==> src/rtl/adder_pkg.sv <==
// adder_pkg: FSM state encodings and default sizing shared by the serial adder.
package adder_pkg;

    typedef enum logic [1:0] {
        IDLE = 2'd0,
        RUN  = 2'd1,
        DONE = 2'd2
    } state_t;

    localparam int DEF_WIDTH = 32;
    localparam int DEF_CHUNK = 8;

endpackage

==> src/rtl/adder_chunk.sv <==
// adder_chunk: combinational W-bit adder slice with carry in/out.
module adder_chunk #(
    parameter int W = 8
) (
    input  logic [W-1:0] x,
    input  logic [W-1:0] y,
    input  logic         ci,
    output logic [W-1:0] sum,
    output logic         co
);

    assign {co, sum} = {1'b0, x} + {1'b0, y} + {{W{1'b0}}, ci};

endmodule

==> src/rtl/adder_seq.sv <==
// adder_seq: multi-cycle add/subtract, CHUNK bits per clock through one shared slice.
// Define ADDER_SEQ_FLAGS_EN to add the zero and ovf result flags.
module adder_seq
    import adder_pkg::*;
#(
    parameter int WIDTH = DEF_WIDTH,
    parameter int CHUNK = DEF_CHUNK
) (
    input  logic             clk,
    input  logic             rst_n,
    input  logic             start,
    input  logic             sub,
    input  logic [WIDTH-1:0] a,
    input  logic [WIDTH-1:0] b,
    input  logic             cin,
    output logic [WIDTH-1:0] s,
    output logic             c,
    output logic             busy,
`ifdef ADDER_SEQ_FLAGS_EN
    output logic             zero,
    output logic             ovf,
`endif
    output logic             done
);

    localparam int NCHUNK = WIDTH / CHUNK;
    localparam int IW = NCHUNK > 1 ? $clog2(NCHUNK) : 1;

    state_t           state, state_nx;
    logic [WIDTH-1:0] op_a, op_b;
    logic             carry;
    logic [IW-1:0]    idx;
    logic [CHUNK-1:0] sum;
    logic             co, last, accept;

    assign last   = idx == IW'(NCHUNK - 1);
    assign accept = state == IDLE && start;
    // The running carry doubles as the carry-out once the last chunk is in.
    assign c      = carry;

    adder_chunk #(.W(CHUNK)) u_chunk (
        .x  (op_a[idx*CHUNK +: CHUNK]),
        .y  (op_b[idx*CHUNK +: CHUNK]),
        .ci (carry),
        .sum(sum),
        .co (co)
    );

    always_ff @(posedge clk or negedge rst_n) begin
        if (!rst_n) state <= IDLE;
        else        state <= state_nx;
    end

    always_comb begin
        state_nx = accept                  ? RUN  :
                   (state == RUN && last)  ? DONE :
                   (state == DONE)         ? IDLE : state;
    end

    always_comb begin
        busy = state == RUN;
        done = state == DONE;
    end

    always_ff @(posedge clk or negedge rst_n) begin
        if (!rst_n) begin
            op_a  <= '0;
            op_b  <= '0;
            carry <= 1'b0;
            idx   <= '0;
            s     <= '0;
`ifdef ADDER_SEQ_FLAGS_EN
            zero  <= 1'b0;
            ovf   <= 1'b0;
`endif
        end else if (accept) begin
            op_a  <= a;
            op_b  <= b ^ {WIDTH{sub}};
            carry <= sub | cin;
            idx   <= '0;
`ifdef ADDER_SEQ_FLAGS_EN
            zero  <= 1'b1;
`endif
        end else if (state == RUN) begin
            s[idx*CHUNK +: CHUNK] <= sum;
            carry <= co;
            idx   <= last ? '0 : idx + 1'b1;
`ifdef ADDER_SEQ_FLAGS_EN
            zero  <= zero & ~|sum;
            if (last) ovf <= op_a[WIDTH-1] == op_b[WIDTH-1] && sum[CHUNK-1] != op_a[WIDTH-1];
`endif
        end
    end

endmodule

==> config.mk <==
export PLATFORM = sky130hd
export DESIGN_NAME = adder_seq
export DESIGN_NICKNAME = d
export VERILOG_FILES = /design/src/rtl/adder_pkg.sv /design/src/rtl/adder_chunk.sv /design/src/rtl/adder_seq.sv
export SDC_FILE = /design/constraint.sdc
export NUM_CORES = 1
export LEC_CHECK = 0
export BUFFER_PORTS_ARGS = -buffer_cell sky130_fd_sc_hd__clkbuf_2
export CORE_ASPECT_RATIO = 1.4
export CORE_UTILIZATION = 25
export CTS_CLUSTER_SIZE = 24
export DETAILED_ROUTE_END_ITERATION = 6
export PLACE_DENSITY = 0.54
export SLEW_MARGIN = 0
export SYNTH_ARGS = -nofsm -noshare
export SYNTH_HDL_FRONTEND = slang
export SYNTH_SLANG_ARGS = --single-unit
==> constraint.sdc <==
create_clock -name clk -period 5.8 [get_ports clk]
set_clock_uncertainty 0.15 [all_clocks]
set_input_delay 0.29 -clock clk [delete_from_list [all_inputs] [get_ports clk]]
set_output_delay 0.29 -clock clk [all_outputs]
set_load 0.01 [all_outputs]
==> impl_metrics.yaml <==
synth:
  number_of_flops_mapped_to_enable_cells_by_yosys: 0
  synth.top_cells.by_area: "sky130_fd_sc_hd__dfrtp_1 52%, sky130_fd_sc_hd__mux2_2 7.5%, sky130_fd_sc_hd__mux4_2 7.5%"
  synth.yosys.seq_area_share_pct: 52.37
  share_of_synthesized_area_spent_on_multiplexers_pct: 14.93
  compound_cell_area_share_of_the_yosys_netlist_pct: 12.47
  nets_in_the_synthesized_netlist: 453
  synth-simple-area-share_pct: 7.130
  synth.ff_latch_count: 101
  ys_dominant_reg_cell: "sky130_fd_sc_hd__dfrtp_1"
  post_synth_fa_ha_maj_area_fraction_pct: 4.200
  most_frequent_cells_after_synthesis: "101 x sky130_fd_sc_hd__dfrtp_1, 39 x sky130_fd_sc_hd__a21oi_1, 37 x sky130_fd_sc_hd__nor2_1"
  synthesis.instances: 369
  synth_top_family_by_area: "multiplexers"
  synth_xor_xnor_area_share_pct: 6.534
  syn_avg_cell_area_um2: 13.08
  synth_area_leader_cell: "sky130_fd_sc_hd__dfrtp_1"
  area_share_of_the_leading_cell_type_in_the_synthesized_netlist_pct: 52.37
  synthDistinctLibCells: 38
  synthMostInstantiatedCell: "sky130_fd_sc_hd__dfrtp_1"
  async_reset_ff_share_pct: 100.0
  yosys_warnings: 0
  mappedNetlistArea_mm2: 0.004826
final_layout:
  stdcell_count: 717
  fin_area_mm2: 0.005887
  syn_to_final_growth_pct: 21.99
  antenna_cells: 0
  layout.core_utilization_pct: 31.40
  finish.net_count: 552
  num-fill-cells: 1938
  multiInputGateArea_mm2: 0.002191
  drive_gt1_share_pct: 38.48
  sequential_cell_area_mm2: 0.002527
critical_path:
  crit_chain: "buf_4, mux4_2, fa_1, fa_1, a21oi_1, o22ai_1, o21a_1, nor2_1, a22o_1"
  cpPeakStageDelay_ns: 0.66
  critical_path_required_ns: 5.94
  setup.worst_path.end_class: "flop"
  critical_path.most_common_cell: "sky130_fd_sc_hd__fa_1"
  worst_ep_arrival_time_ns: 3.85
  critical_path.max_fanout: 15
  startpoint_type: "flop"
  cell_with_the_largest_stage_delay_on_the_worst_path: "sky130_fd_sc_hd__dfrtp_1"
  critical_path_class: "flop to flop"
clock_tree:
  clock_root_buffer_master: "sky130_fd_sc_hd__clkbuf_16"
  cts_max_level: 3
  ctsLongestPathBuffers: 2
  cts.sinks: 101
  cts_tree: "built"
  clkLatencyLatePin_ns: 0.35
  clk_transition_reported_paths_ns: 0.07
  post_cts.resized_instances: 0
  numCtsBuffers: 9
  post-cts-setup-buffers: 0
floorplanning:
  core_region_area_mm2: 0.01875
  ios: 104
  floorplan.initialDensity_pct: 25.74
  die_w_um: 119.4
  core.rowCount: 59
  design.die.area_mm2: 0.01987
  die_height_um: 166.4
sta:
  totalNegativeSetupSlack_ns: 0
  fin_crit_ns: 3.709
  tightest_slew_ns: 0.9722
  unrepaired_setup_endpoints_after_global_routing: "false"
  report.final.hold_viol_count: 0
  slew_viol_final: 0
  max_clock_freq_mhz: 269.6
  setup_viol: 0
  fin_crit_sh_pct: 63.94
  max_slew_headroom_at_the_worst_pin_pct: 35.19
placed_design:
  dp.final_hpwl_um: 9408
  portbufs: 103
  routabilityCongestion: 0.7759
  dpl-instance-area_mm2: 0.005590
  numPlacedInstances: 700
global_route:
  first_global_vias: 3448
  globalRouteOverflowTotal: 0
  grt_first_pass_wirelength_um: 19330
  grt_use_total_pct: 13.00
  grt_max_degree: 97
  grt_antenna_before_repair: 0
detailed_routing:
  detailedRoute.firstPassIterationCount: 4
  route.antenna.remaining_nets: 0
  dr.first_iter.drc_count: 142
  route.detailed.wl_per_inst_um: 17.09
  vias_per_cell: 4.551
  via_count: 3263
  route.detailed.drc: 0
  wirelength_um: 12260
power:
  power.density_cell_area_mw_per_mm2: 645.9
  finalPower_mw: 3.802
  p_leak_nw: 2.619
  ir_drop_uv: 284.4
hold_path:
  kind_of_path_behind_the_tightest_hold_check: "input pin to flop"
run:
  drv.max_cap_violation_count: 0
outcome:
  outcome: "completed"
-- layout make-up --
type                            count  share of cell area, %
Clock inverter                      4                 0.5101
Tap cell                          244                  5.186
Timing Repair Buffer              107                  9.352
Sequential cell                   101                  42.93
Multi-Input combinational cell    242                  37.22
Clock buffer                       12                  4.357
Inverter                            7                 0.4463
-- state kept, by name, indices dropped and copies added (netlist names) --
name / cells
op_a: 32
op_b: 32
s: 32
idx: 2
state: 2
c: 1
-- through the flow --
stage          hold WS [ns]  worst slack (ns)
3_3_place_gp         0.1336             2.145
5_1_grt             0.01106             1.855
4_1_cts            0.005587             2.045
3_5_place_dp         0.1407             2.074
6_report            0.01724             2.091
2_1_floorplan       -0.1556             2.411
-- path summary, 6_finish.rpt --
kind                                       from                   end  slack (ns)  cells after the start
setup / recovery             idx[0]$_DFFE_PN0P_     s[30]$_DFFE_PN0P_        2.09                      9
hold / removal                             a[1]   op_a[1]$_DFFE_PN0P_        0.02                      2
setup reg to reg             idx[0]$_DFFE_PN0P_     s[30]$_DFFE_PN0P_        2.09                      9
hold reg to reg            op_a[24]$_DFFE_PN0P_  op_a[24]$_DFFE_PN0P_        0.36                      1
max in group asynchronous                 rst_n      s[6]$_DFFE_PN0P_        4.02                      3
min in group asynchronous                 rst_n   op_b[5]$_DFFE_PN0P_        0.30                      2
-- report_power, final --
part | internal, mW | total (mW) | switching (mW)
combinational | 0.871 | 1.96 | 1.09
sequential | 1.02 | 1.26 | 0.242
clock | 0.316 | 0.586 | 0.270
total | 2.20 | 3.80 | 1.60
-- cell families after synthesis --
| group | Yosys count |
|---|---|
| AO/OA/AOI/OAI | 89 |
| XOR/XNOR | 36 |
| adder cells (fa/ha/maj) | 15 |
| buffers and inverters | 26 |
| flip-flops | 101 |
| multiplexers | 48 |
| AND/OR/NAND/NOR | 54 |
-- layout by cell type, fill, tap and decap left out, drive strengths merged, types with 3 or more instances in the layout --
master and instances:
clkbuf 114, dfrtp 101, a21oi 39, nor2 38, xnor2 34, a22o 34, mux2 32, mux4 16
ha 13, inv 8, nand2 5, o21ai 4, buf 4, nor4b 3, o211ai 3
-- metal layers --
metal	track usage [%]	part of all wire (%)	routed length [um]
met2	23.13	54	6650
met5	0	0	0
met3	2.335	4.2	512
met1	14.66	39	4745
met4	6.793	2.8	348
-- critical path, delay by kind of cell, from the launching register on --
family                     cells  cell delay (ns)
adders and majority gates      2             0.96
and+or+nand+nor                1             0.22
AOI/OAI and AO/OA              4             0.71
buffers and inverters          1             0.39
DFF                            1             0.66
muxes                          1             0.56
-- timing repair --
item                                    in CTS  in global routing
hold endpoints to repair                    38                  0
endpoints found under the setup margin       0                  0
hold buffers                                 1                  0
No activity file was read; power rests on OpenSTA's default activity.
